`src/rtl/avalon_io_bridge.sv`:
```
// Pin-level bridge: deserialises strobed nibbles into core words and serialises core words back out under pin acks.
// Optional macro AVALON_IO_BRIDGE_LOOPBACK_EN adds a loopback input that routes completed RX words straight into TX.
module avalon_io_bridge #(
  parameter int DATA_W = 8,
  parameter int NIB_W  = 4,
  parameter int EF_N   = 2
) (
  input  logic              CLK,
  input  logic              RST,
`ifdef AVALON_IO_BRIDGE_LOOPBACK_EN
  input  logic              loopback,
`endif
  input  logic [NIB_W-1:0]  pin_data_in,
  input  logic              pin_strobe,
  input  logic              pin_ack,
  input  logic [EF_N-1:0]   pin_ef,
  output logic [NIB_W-1:0]  pin_data_out,
  output logic              pin_out_valid,
  output logic [DATA_W-1:0] core_rdata,
  output logic              core_rvalid,
  input  logic              core_rready,
  input  logic [DATA_W-1:0] core_wdata,
  input  logic              core_wvalid,
  output logic              core_wready,
  output logic [EF_N-1:0]   core_ef,
  output logic              overrun
);

  localparam int SLOTS = DATA_W / NIB_W;
  localparam int CNT_W = (SLOTS > 2) ? $clog2(SLOTS) : 1;
  localparam logic [CNT_W-1:0] LAST = CNT_W'(SLOTS - 1);

  typedef enum logic { COLLECT, FULL } rx_state_t;
  typedef enum logic { IDLE, SHIFT } tx_state_t;

  rx_state_t rx_state;
  tx_state_t tx_state;

  logic strobe_s1, strobe_s2, strobe_d3;
  logic ack_s1, ack_s2, ack_d3;
  logic [NIB_W-1:0] data_s1, data_s2;
  logic [EF_N-1:0] ef_s1, ef_s2;

  logic strobe_edge, ack_edge;
  logic lb_mode, lb_push;
  logic tx_load_en;
  logic [DATA_W-1:0] tx_load_word;

  logic [CNT_W-1:0] rx_cnt, tx_cnt;
  logic [DATA_W-1:0] rdata_q, shreg;
  logic rvalid_q, overrun_q;

  // Data rides a two-flop chain parallel to the strobe so the nibble lines up with the detected edge.
  always_ff @(posedge CLK) begin
    if (RST) begin
      strobe_s1 <= 1'b0;
      strobe_s2 <= 1'b0;
      strobe_d3 <= 1'b0;
      ack_s1    <= 1'b0;
      ack_s2    <= 1'b0;
      ack_d3    <= 1'b0;
      data_s1   <= '0;
      data_s2   <= '0;
      ef_s1     <= '0;
      ef_s2     <= '0;
    end else begin
      strobe_s1 <= pin_strobe;
      strobe_s2 <= strobe_s1;
      strobe_d3 <= strobe_s2;
      ack_s1    <= pin_ack;
      ack_s2    <= ack_s1;
      ack_d3    <= ack_s2;
      data_s1   <= pin_data_in;
      data_s2   <= data_s1;
      ef_s1     <= pin_ef;
      ef_s2     <= ef_s1;
    end
  end

  assign strobe_edge = strobe_s2 & ~strobe_d3;
  assign ack_edge    = ack_s2 & ~ack_d3;

`ifdef AVALON_IO_BRIDGE_LOOPBACK_EN
  assign lb_mode      = loopback;
  assign lb_push      = loopback && (rx_state == FULL) && (tx_state == IDLE);
  assign tx_load_word = lb_push ? rdata_q : core_wdata;
`else
  assign lb_mode      = 1'b0;
  assign lb_push      = 1'b0;
  assign tx_load_word = core_wdata;
`endif
  assign tx_load_en = lb_push || (core_wvalid && !lb_mode);

  // RX assembles LS nibble first; a word waiting in FULL drops further nibbles and flags overrun.
  always_ff @(posedge CLK) begin
    if (RST) begin
      rx_state  <= COLLECT;
      rx_cnt    <= '0;
      rdata_q   <= '0;
      rvalid_q  <= 1'b0;
      overrun_q <= 1'b0;
    end else begin
      case (rx_state)
        COLLECT: begin
          if (strobe_edge) begin
            for (int i = 0; i < SLOTS; i++) begin
              if (rx_cnt == CNT_W'(i)) rdata_q[i*NIB_W +: NIB_W] <= data_s2;
            end
            if (rx_cnt == LAST) begin
              rx_cnt   <= '0;
              rx_state <= FULL;
              rvalid_q <= !lb_mode;
            end else begin
              rx_cnt <= rx_cnt + 1'b1;
            end
          end
        end
        FULL: begin
          if (strobe_edge) overrun_q <= 1'b1;
          if (lb_push || (rvalid_q && core_rready)) begin
            rx_state <= COLLECT;
            rvalid_q <= 1'b0;
          end else begin
            rvalid_q <= !lb_mode;
          end
        end
        default: rx_state <= COLLECT;
      endcase
    end
  end

  // TX presents nibble 0 on load and advances one nibble per detected ack edge.
  always_ff @(posedge CLK) begin
    if (RST) begin
      tx_state      <= IDLE;
      tx_cnt        <= '0;
      shreg         <= '0;
      pin_data_out  <= '0;
      pin_out_valid <= 1'b0;
      core_wready   <= 1'b1;
    end else begin
      case (tx_state)
        IDLE: begin
          if (tx_load_en) begin
            tx_state      <= SHIFT;
            tx_cnt        <= '0;
            shreg         <= tx_load_word >> NIB_W;
            pin_data_out  <= tx_load_word[NIB_W-1:0];
            pin_out_valid <= 1'b1;
            core_wready   <= 1'b0;
          end
        end
        SHIFT: begin
          if (ack_edge) begin
            if (tx_cnt == LAST) begin
              tx_state      <= IDLE;
              tx_cnt        <= '0;
              pin_data_out  <= '0;
              pin_out_valid <= 1'b0;
              core_wready   <= 1'b1;
            end else begin
              tx_cnt       <= tx_cnt + 1'b1;
              pin_data_out <= shreg[NIB_W-1:0];
              shreg        <= shreg >> NIB_W;
            end
          end
        end
        default: tx_state <= IDLE;
      endcase
    end
  end

  assign core_rdata  = rdata_q;
  assign core_rvalid = rvalid_q;
  assign overrun     = overrun_q;
  assign core_ef     = ef_s2;

endmodule

```
`config.mk`:
```
export PLATFORM = sky130hd
export DESIGN_NAME = avalon_io_bridge
export DESIGN_NICKNAME = d
export VERILOG_FILES = /design/src/rtl/avalon_io_bridge.sv
export SDC_FILE = /design/constraint.sdc
export NUM_CORES = 1
export LEC_CHECK = 0
export ABC_AREA = 1
export BUFFER_PORTS_ARGS = -buffer_cell sky130_fd_sc_hd__buf_4
export CAP_MARGIN = 20
export CORE_ASPECT_RATIO = 0.7
export CORE_MARGIN = 1
export CORE_UTILIZATION = 55
export DETAILED_ROUTE_END_ITERATION = 16
export GPL_ROUTABILITY_DRIVEN = 0
export HOLD_SLACK_MARGIN = 0.12
export PLACE_DENSITY_LB_ADDON = 0.1
export SLEW_MARGIN = 20
export SYNTH_ARGS = -nofsm -noshare
export SYNTH_HDL_FRONTEND = slang
export SYNTH_SLANG_ARGS = --single-unit
```
`constraint.sdc`:
```
create_clock -name CLK -period 3.4 [get_ports CLK]
set_clock_uncertainty 0.15 [all_clocks]
set_input_delay 0.34 -clock CLK [delete_from_list [all_inputs] [get_ports CLK]]
set_output_delay 0.34 -clock CLK [all_outputs]
set_load 0.01 [all_outputs]
```
==> results by group, run 1 <==
Critical path
  • Critical path class: register to primary output
  • CP Max Fanout: 3
  • CP peak stage delay: 360 ps
  • CP max-delay cell: dfxtp_1
  • Worst path required time: 2910 ps
  • Worst-path cell chain: buf_4
  • CP startpoint kind: register
  • Cell depth of the worst setup path: 1
  • Crit path max-delay family: flip-flops
  • Reg2Reg Depth: 5
  • Worst path arrival time: 780 ps
  • Crit end category: primary output
  • Worst Path Buf+Inv: 1

Synth
  • Post-synthesis xor/xnor area fraction: 0
  • Largest family of logic cells by synthesized area: simple AND/OR/NAND/NOR gates
  • Most used DFF post-synth: dfxtp_1
  • Avg Cell Area, Syn: 7.778 um^2
  • Area fraction in compound gates after synthesis: 0.04850
  • Synth unique cells: 19
  • Synth Warn #: 0
  • Syn Inst Count: 199
  • Synth top area share: 0.5432
  • Post-Synth Adder-Cell Area: 0
  • Mux share of post-synthesis cell area: 0
  • Syn nets: 219
  • Register area share after synthesis: 0.5432
  • Post-Synth Simple-Gate Area: 0.3145
  • Area leader, netlist: dfxtp_1
  • Synth top area cells: dfxtp_1 54%, nor2_1 11%, nand2_1 7.5%
  • Leading cell types by count after synthesis: 44 x nor2_1, 42 x dfxtp_1, 31 x nand2_1
  • EDFF count, synth: 0
  • Post-synthesis async set-or-reset flop share: 0
  • Seq cells post-synth: 42
  • Mapped Area: 1548 um^2
  • Count leader, synth: nor2_1

Final layout
  • Layout area overhead: 32.50%
  • Antenna diodes: 0
  • Finished Cell Area: 2051 um^2
  • Layout cells sized above 1: 0.2358
  • Util after Layout: 0.7976
  • NumNets Final: 265

Clock network
  • Post CTS Setup Buffer Count: 0
  • CTS clk-pin slew, worst paths: 80 ps
  • CTS tree: done
  • Clk buf depth: 2
  • Clk Latency, worst-skew pair: 290 ps
  • TritonCTS Buffers: 5
  • H-Tree Depth: 2
  • Root Driver: clkbuf_8
  • TritonCTS Sinks: 42
  • Post_cts resized: 0

Routing
  • DRC viols: 0
  • Remaining antenna violation count: 0
  • First-pass iteration count of the detailed router: 4
  • Routed WL per cell: 11.59 um
  • Vias: 1322
  • DRT iter0 DRCs: 88
  • Via density: 4.721
  • Drt total wl: 3.244 mm

Floorplan
  • Initial core utilization: 0.6019
  • Chip Width: 65.41 um
  • Core Area: 2571 um^2
  • # rows: 15
  • Die area: 3034 um^2
  • Die height: 46.39 um
  • I/O Pins: 38

Placed design
  • Number of I/O port buffers: 37
  • Dpl hpwl: 2.226 mm
  • Post-DP Area: 1843 um^2
  • Setup WS pre-CTS: 2075 ps

Hold path
  • Hold Crit Class: input port to register
  • Hold path depth: 3

Timing
  • Tcrit/Tclk final: 0.3742
  • Worst Max-Slew Pin Slew: 299.4 ps
  • Sum Neg Setup Slack: 0 ps
  • Hold violation count in the final report: 0
  • Fmax: 786.0 MHz
  • RSZ-0062 raised after global routing: false
  • Slew headroom: 0.7998
  • Final worst slack: 2128 ps
  • # setup viols final: 0
  • Minimum clock period: 1272 ps
  • Pins over their slew limit: 0

GRT
  • Total gr overflow: 0
  • Largest net degree at the start of global routing: 27
  • Gr busiest metal: met2
  • GRT Util Overall: 0.2421
  • GR Layer Usage met1: 0.2842
  • Global-route track usage on met3: 0.06436
  • Initial antenna violation count: 0
  • Vias in the first global route: 1218
  • Global Route met2 Usage: 0.4103
  • First-pass GRT wire length: 5.195 mm

Run
  • Max-cap viol count: 0

Pwr
  • Switching part of the total power: 0.2264
  • Leak pwr: 0.9747 nW
  • P_sw: 0.2538 mW
  • Reg power frac: 0.474
  • Peak supply drop: 0.3878 mV
  • Int Pwr: 0.8675 mW
  • Comb pwr share: 0.109
  • Power per Cell Area: 546.8 nW/um^2
  • Clock group share of total power: 0.417

Run status
  • Status: finished, final reports clean
==> repair_timing <==
action,4_1_cts,5_1_grt
setup endpoints to repair,0,0
hold buffers,7,0
endpoints found under the hold margin,7,0
==> cell type report <==
class,count,area [um^2]
fill,164,520.5
inverter,32,120.1
tap,34,42.54
multi-input combinational,120,561.8
clock inverter,3,68.82
timing repair buffer,44,347.8
clock buffer,5,68.82
sequential,42,840.8
==> cell families after synthesis <==
family / Yosys count
buffers and inverters: 37
AND/OR/NAND/NOR: 106
flip-flops: 42
AO/OA/AOI/OAI: 14
==> layer usage <==
| layer | wire length, um | share of wire |
|---|---|---|
| met1 | 1503 | 0.46 |
| met3 | 155 | 0.048 |
| met2 | 1509 | 0.47 |
| met4 | 76 | 0.023 |
| met5 | 0 | 0 |
==> path summary, 6_finish.rpt <==
check | endpoint | from | slack, ps
max reg2reg | shreg[0] | tx_state | 2140
max | core_rvalid | core_rvalid | 2130
min | ack_s1 | pin_ack | 150
min reg2reg | data_s2[2] | data_s1[2] | 260
==> placed cells by master, fill, tap and decap left out <==
cell	n
nor2_1	44
dfxtp_1	42
buf_4	37
nand2_1	31
inv_1	30
nand3_1	19
dlygate4sd3_1	7
a21oi_1	6
clkbuf_8	5
o21ai_0	4
nor2_4	3
nand2_2	3
inv_2	2
nand2_4	2
o21ai_1	2
bufinv_16	2
nor3_4	1
nor2_2	1
or2_1	1
nand4_1	1
a31oi_1	1
a21oi_2	1
clkinv_4	1
==> metrics by stage <==
stage               std cells  hold WS [ps]  power, mW
floorplan                 199         238.3     0.6082
global placement          265         240.0     0.6507
detailed placement        265         246.0     0.6567
CTS                       280         148.2      1.122
global route              280         150.2      1.165
finish                    280         150.2      1.121
==> registers in the layout, summed over array words and instances (netlist names), 2 cells and up <==
| signal | cells |
|---|---|
| core_ef | 2 |
| core_rdata | 8 |
| data_s1 | 4 |
| data_s2 | 4 |
| ef_s1 | 2 |
| pin_data_out | 4 |
| shreg | 4 |
==> power by group through the flow <==
stage	Sequential (mW)	Clock [mW]	Combinational, mW
6_report	0.531	0.468	0.123
5_1_grt	0.535	0.494	0.136
4_1_cts	0.531	0.469	0.122
3_5_place_dp	0.542	0	0.114
3_3_place_gp	0.541	0	0.110
2_1_floorplan	0.544	0	0.0639
==> worst reg2reg max path: cells and delay by family (launching register included) <==
kind | cells | cell delay (ps)
buffers and inverters | 1 | 140
flip-flops | 1 | 410
AO/OA/AOI/OAI | 1 | 80
AND/OR/NAND/NOR | 3 | 360
No activity file was read; power rests on OpenSTA's default activity.
==> run 2, diff against run 1 <==
CORE_UTILIZATION = 51   (was 55)
clock period = 1.2 ns   (was 3.4 ns; I/O delays follow)
==> results by group, run 2 (synthesis results as in run 1) <==
Timing
  • Hold violation count in the final report: 1 (+1)
  • Pins over their slew limit: 0 (unchanged)
  • Slew headroom: 0.8500 (+0.05026)
  • Tcrit/Tclk final: 0.9880
  • Smallest hold slack: -4.604 ps (-154.8 ps)
  • RSZ-0062 raised after global routing: true
  • Worst Max-Slew Pin Slew: 224.2 ps (-75.15 ps)
  • Final worst slack: 14.45 ps (-2113 ps)
  • # setup viols final: 0 (unchanged)
  • Fmax: 843.5 MHz
  • Minimum clock period: 1186 ps

Run status
  • Failing checks: negative hold slack
  • Status: complete, but fails checks

Pwr
  • Leak pwr: 1.042 nW (+6.9%)
  • Tot Pwr: 3.050 mW (+170%)
  • Power per Cell Area: 1362 nW/um^2 (+150%)
  • Peak supply drop: 0.9112 mV (+130%)

Routing
  • Via density: 4.736 (+0.30%)
  • First-pass iteration count of the detailed router: 4 (unchanged)
  • DRT iter0 DRCs: 49 (-44%)
  • Vias: 1416 (+7.1%)
  • Drt total wl: 3.639 mm (+12%)
  • DRC viols: 0 (unchanged)
  • Remaining antenna violation count: 0 (unchanged)
  • Routed WL per cell: 12.17 um (+5.0%)

Clock network
  • TritonCTS Buffers: 5 (unchanged)
  • Clk buf depth: 2 (unchanged)
  • H-Tree Depth: 2 (unchanged)
  • CTS tree: done
  • Root Driver: clkbuf_8
  • CTS clk-pin slew, worst paths: 80 ps (about the same)
  • CTS Hold Bufs: 18 (+11)
  • Clk Latency, worst-skew pair: 300 ps (about the same)
  • TritonCTS Sinks: 42 (unchanged)

Floorplan
  • I/O Pins: 38 (unchanged)
  • Chip Width: 67.85 um (+3.7%)
  • Die height: 48.09 um (+3.7%)
  • Die area: 3263 um^2 (+7.5%)
  • # rows: 16 (+1)
  • Initial core utilization: 0.5445 (-0.05749)
  • Core Area: 2843 um^2 (+11%)

Placed design
  • Dpl hpwl: 2.253 mm (+1.2%)
  • Setup WS pre-CTS: -28.85 ps (-2104 ps)
  • Number of I/O port buffers: 37 (unchanged)

GRT
  • GRT Util Overall: 0.2541 (+0.01209)
  • Initial antenna violation count: 0 (unchanged)
  • Total gr overflow: 0 (unchanged)
  • First-pass GRT wire length: 5.644 mm (+8.6%)
  • Vias in the first global route: 1316 (+8.0%)
  • Largest net degree at the start of global routing: 20 (-26%)

Final layout
  • NumNets Final: 282 (+6.4%)
  • Max FFs per register: 8 (unchanged)
  • Layout cells sized above 1: 0.2738 (+0.03799)
  • Most frequent cells in the layout: 42 x nor2_1, 41 x buf_4, 38 x dfxtp_1, 31 x nand2_1, 29 x inv_1
  • Antenna diodes: 0 (unchanged)
  • Layout area overhead: 44.62%
  • Most common cell after layout, fill and taps aside: nor2_1

Critical path
  • Worst path arrival time: 1280 ps (+500 ps)
  • Worst path required time: 1290 ps (-1620 ps)
  • Crit end category: register
  • CP max-delay cell: dfxtp_2
  • CP Max Fanout: 4 (+1)
  • Worst-path cell chain: inv_4, nor2_4, buf_4, nand2_1, nand2_1, nand3_2, nand2_1
  • Most used cell, CP: nand2_1
  • Critical path class: register to register
  • CP peak stage delay: 350 ps (about the same)
  • CP startpoint kind: register

Hold path
  • Hold Crit Class: input port to register

Run
  • Max-cap viol count: 0 (unchanged)
run 2: cell count changes in the layout (fill, tap and decap cells not counted), sizes merged:
cell,before,now
clkinvlp,0,2
clkinv,1,0
buf,37,42
dlygate4sd3,7,18
nor3,1,2
bufinv,2,1
run 2: path summary, 6_finish.rpt:
path | startpoint | end | slack [ps] | cells after the start
min reg2reg | data_s1[2] | data_s2[2] | 260 | 2
min | core_wvalid | shreg[1] | -5 | 3
max reg2reg | strobe_s2 | core_rvalid | 10 | 7
max | strobe_s2 | core_rvalid | 10 | 7
run 2: repair_timing:
action,4_1_cts,5_1_grt
pin swaps,1,5
endpoints found under the hold margin,21,5
endpoints found under the setup margin,7,20
gates resized for setup,3,14
gates cloned,1,0
buffers inserted,0,2
run 2: area by class of cell:
cell class,instances,area [um^2]
timing repair buffer,60,508.0
inverter,32,127.6
fill,185,604.3
sequential,42,845.8
clock inverter,3,45.04
tap,36,45.04
multi-input combinational,121,598.1
clock buffer,5,68.82
run 2: routing by layer:
layer	vias to the layer above	track usage	part of all wire
li1	731	-	-
met1	636	0.2764	0.45
met2	43	0.4614	0.47
met3	6	0.08879	0.057
met4	0	0.1167	0.019
met5	-	0	0
run 2: worst max-delay path, delay by kind of cell, from the launching register on:
kind	cells	cell delay (ps)
buffers and inverters	2	180
flip-flops	1	350
AND/OR/NAND/NOR	5	450
run 2: through the flow:
| stage | instances | hold slack [ps] | instance area (um^2) | TNS [ps] | util |
|---|---|---|---|---|---|
| after detailed placement | 270 | 175.9 | 1881 | -86.65 | 0.6615 |
| final | 299 | -4.604 | 2238 | 0 | 0.7874 |
| after CTS | 297 | -15.32 | 2186 | 0 | 0.7689 |
| after floorplan | 199 | 76.97 | 1548 | 0 | - |
| after global placement | 270 | 170.9 | 1881 | 0 | 0.6615 |
| after global routing | 299 | 14.75 | 2238 | -222.5 | 0.7874 |
run 2: where the power goes:
part | internal, mW | switching (mW) | total, mW | leakage, nW
logic | 0.205 | 0.209 | 0.415 | 0.645
registers | 1.47 | 0.0410 | 1.51 | 0.346
clock network | 0.619 | 0.509 | 1.13 | 0.0504
==> run 3, diff against run 2 <==
CORE_UTILIZATION = 54   (was 51)
CTS_BUF_LIST = sky130_fd_sc_hd__clkbuf_2 sky130_fd_sc_hd__clkbuf_4 sky130_fd_sc_hd__clkbuf_8   (was not set)
PLACE_DENSITY = 0.88   (was not set)
PLACE_DENSITY_LB_ADDON = not set   (was 0.1)
==> results by group, run 3 (synthesis results as in run 1) <==
Run status
  • Status: finished, final reports clean

Timing
  • Worst Max-Slew Pin Slew: 255.6 ps (+31.34 ps)
  • Pins over their slew limit: 0 (unchanged)
  • Sum Neg Setup Slack: 0 ps (unchanged)
  • # setup viols final: 0 (unchanged)
  • Tcrit/Tclk final: 0.9874 (about the same)
  • RSZ-0062 raised after global routing: true
  • Slew headroom: 0.8291 (-0.02096)
  • Minimum clock period: 1185 ps (-0.6439 ps)
  • Final worst slack: 15.10 ps (+0.6439 ps)
  • Hold violation count in the final report: 0 (-1)
  • Fmax: 844.0 MHz (about the same)

Clock network
  • CTS tree: done
  • H-Tree Depth: 2 (unchanged)
  • CTS clk-pin slew, worst paths: 80 ps (about the same)
  • Root Driver: clkbuf_8
  • TritonCTS Buffers: 5 (unchanged)
  • Post CTS Setup Buffer Count: 0 (unchanged)
  • Clk Latency, worst-skew pair: 300 ps (about the same)
  • TritonCTS Sinks: 42 (unchanged)
  • Clk buf depth: 2 (unchanged)

GRT
  • First-pass GRT wire length: 5.789 mm (+2.6%)
  • GRT Util Overall: 0.2628 (+0.008668)
  • Vias in the first global route: 1274 (-3.2%)
  • Total gr overflow: 0 (unchanged)
  • Initial antenna violation count: 0 (unchanged)
  • Largest net degree at the start of global routing: 19 (-5.0%)

Critical path
  • CP Max Fanout: 5 (+1)
  • CP startpoint kind: register
  • Worst path arrival time: 1230 ps (-50 ps)
  • Crit end category: register
  • Critical path class: register to register
  • Worst path required time: 1250 ps (-40 ps)

Routing
  • Drt total wl: 3.781 mm (+3.9%)
  • Met2 WL: 1.813 mm (+5.2%)
  • Remaining antenna violation count: 0 (unchanged)
  • DRT iter0 DRCs: 149 (+200%)
  • Routed WL per cell: 12.65 um (+3.9%)
  • First-pass iteration count of the detailed router: 4 (unchanged)
  • DRC viols: 0 (unchanged)
  • Via density: 4.883 (+3.1%)
  • Top Metal Used: met4
  • Wl on met1: 1.651 mm (+0.79%)
  • Vias: 1460 (+3.1%)
  • Met3 WL: 294 um (+41%)

Floorplan
  • # rows: 15 (-1)
  • Core Area: 2590 um^2 (-8.9%)
  • I/O Pins: 38 (unchanged)
  • Chip Width: 65.99 um (-2.7%)
  • Initial core utilization: 0.5976 (+0.05313)
  • Die area: 3088 um^2 (-5.4%)
  • Die height: 46.79 um (-2.7%)

Placed design
  • Setup WS pre-CTS: -25.91 ps (+2.944 ps)
  • Dpl hpwl: 2.108 mm (-6.4%)
  • Number of I/O port buffers: 37 (unchanged)
  • Placed Cells incl. Taps: 268 (-0.74%)

Final layout
  • Util after Layout: 0.8754 (+0.08795)
  • Layout area overhead: 46.48%
  • Non-filler cells in the finished layout: 299 (unchanged)
  • Antenna diodes: 0 (unchanged)
  • Most frequent cells in the layout: 44 x nor2_1, 40 x buf_4, 38 x dfxtp_1, 31 x nand2_1, 29 x inv_1
  • Layout cells sized above 1: 0.2528 (-0.02093)
  • Most common cell after layout, fill and taps aside: nor2_1
  • NumNets Final: 284 (+0.71%)
  • Max FFs per register: 8 (unchanged)

Hold path
  • Hold Crit Class: input port to register

Pwr
  • P_sw: 0.7707 mW (+1.4%)
  • Switching part of the total power: 0.2352 (-0.01400)
  • Peak supply drop: 0.9486 mV (+4.1%)
  • Clock group share of total power: 0.412 (+0.042)
  • Leak pwr: 1.076 nW (+3.3%)
  • Int Pwr: 2.506 mW (+9.5%)
  • Comb pwr share: 0.127 (-0.009)
  • Reg power frac: 0.461 (-0.033)
  • Power per Cell Area: 1445 nW/um^2 (+6.1%)

Run
  • Max-cap viol count: 0 (unchanged)
run 3: power groups by stage:
stage | logic, mW | clock network [mW] | registers [mW]
detailed placement | 0.333 | 0 | 1.53
floorplan | 0.181 | 0 | 1.54
global placement | 0.326 | 0 | 1.53
global route | 0.460 | 1.42 | 1.52
finish | 0.416 | 1.35 | 1.51
CTS | 0.391 | 1.35 | 1.50
run 3: metrics by stage:
step | hold slack (ps) | power (mW) | cell area (um^2)
6_report | 4.356 | 3.277 | 2267
5_1_grt | 4.522 | 3.400 | 2267
3_5_place_dp | 175.9 | 1.868 | 1866
2_1_floorplan | 76.97 | 1.723 | 1548
3_3_place_gp | 169.2 | 1.857 | 1866
4_1_cts | -8.074 | 3.242 | 2225
run 3: area by class of cell:
cell class                 instances  area, um^2
inverter                          32       127.6
clock buffer                       5       68.82
sequential                        42       848.3
fill                             136       322.8
multi-input combinational        121       588.1
timing repair buffer              62       523.0
clock inverter                     3       68.82
tap                               34       42.54
run 3: repair_timing:
action                     4_1_cts  5_1_grt
gates resized for setup          1       13
hold buffers                    22        1
pin swaps                        0        9
hold endpoints to repair        22        6
setup endpoints to repair        7       20
cloned                           0        1
run 3: final timing paths:
| kind | cells after the start | start | endpoint | slack (ps) |
|---|---|---|---|---|
| max | 5 | strobe_s2 | core_rdata[5] | 20 |
| min | 3 | core_wvalid | shreg[3] | 4 |
| max reg2reg | 5 | strobe_s2 | core_rdata[5] | 20 |
| min reg2reg | 2 | data_s1[2] | data_s2[2] | 260 |
run 3: routing by layer:
layer / vias up / global-route usage
met5: - / 0
met1: 657 / 0.3420
met4: 0 / 0.09362
met2: 64 / 0.4184
li1: 735 / -
met3: 4 / 0.08981
run 3: critical path, stage by stage, from the launching register on:
cell,delay (ps)
dfxtp_2,350
inv_4,60
nor3_4,280
nand3_1,120
nand2_1,80
nor2_1,40
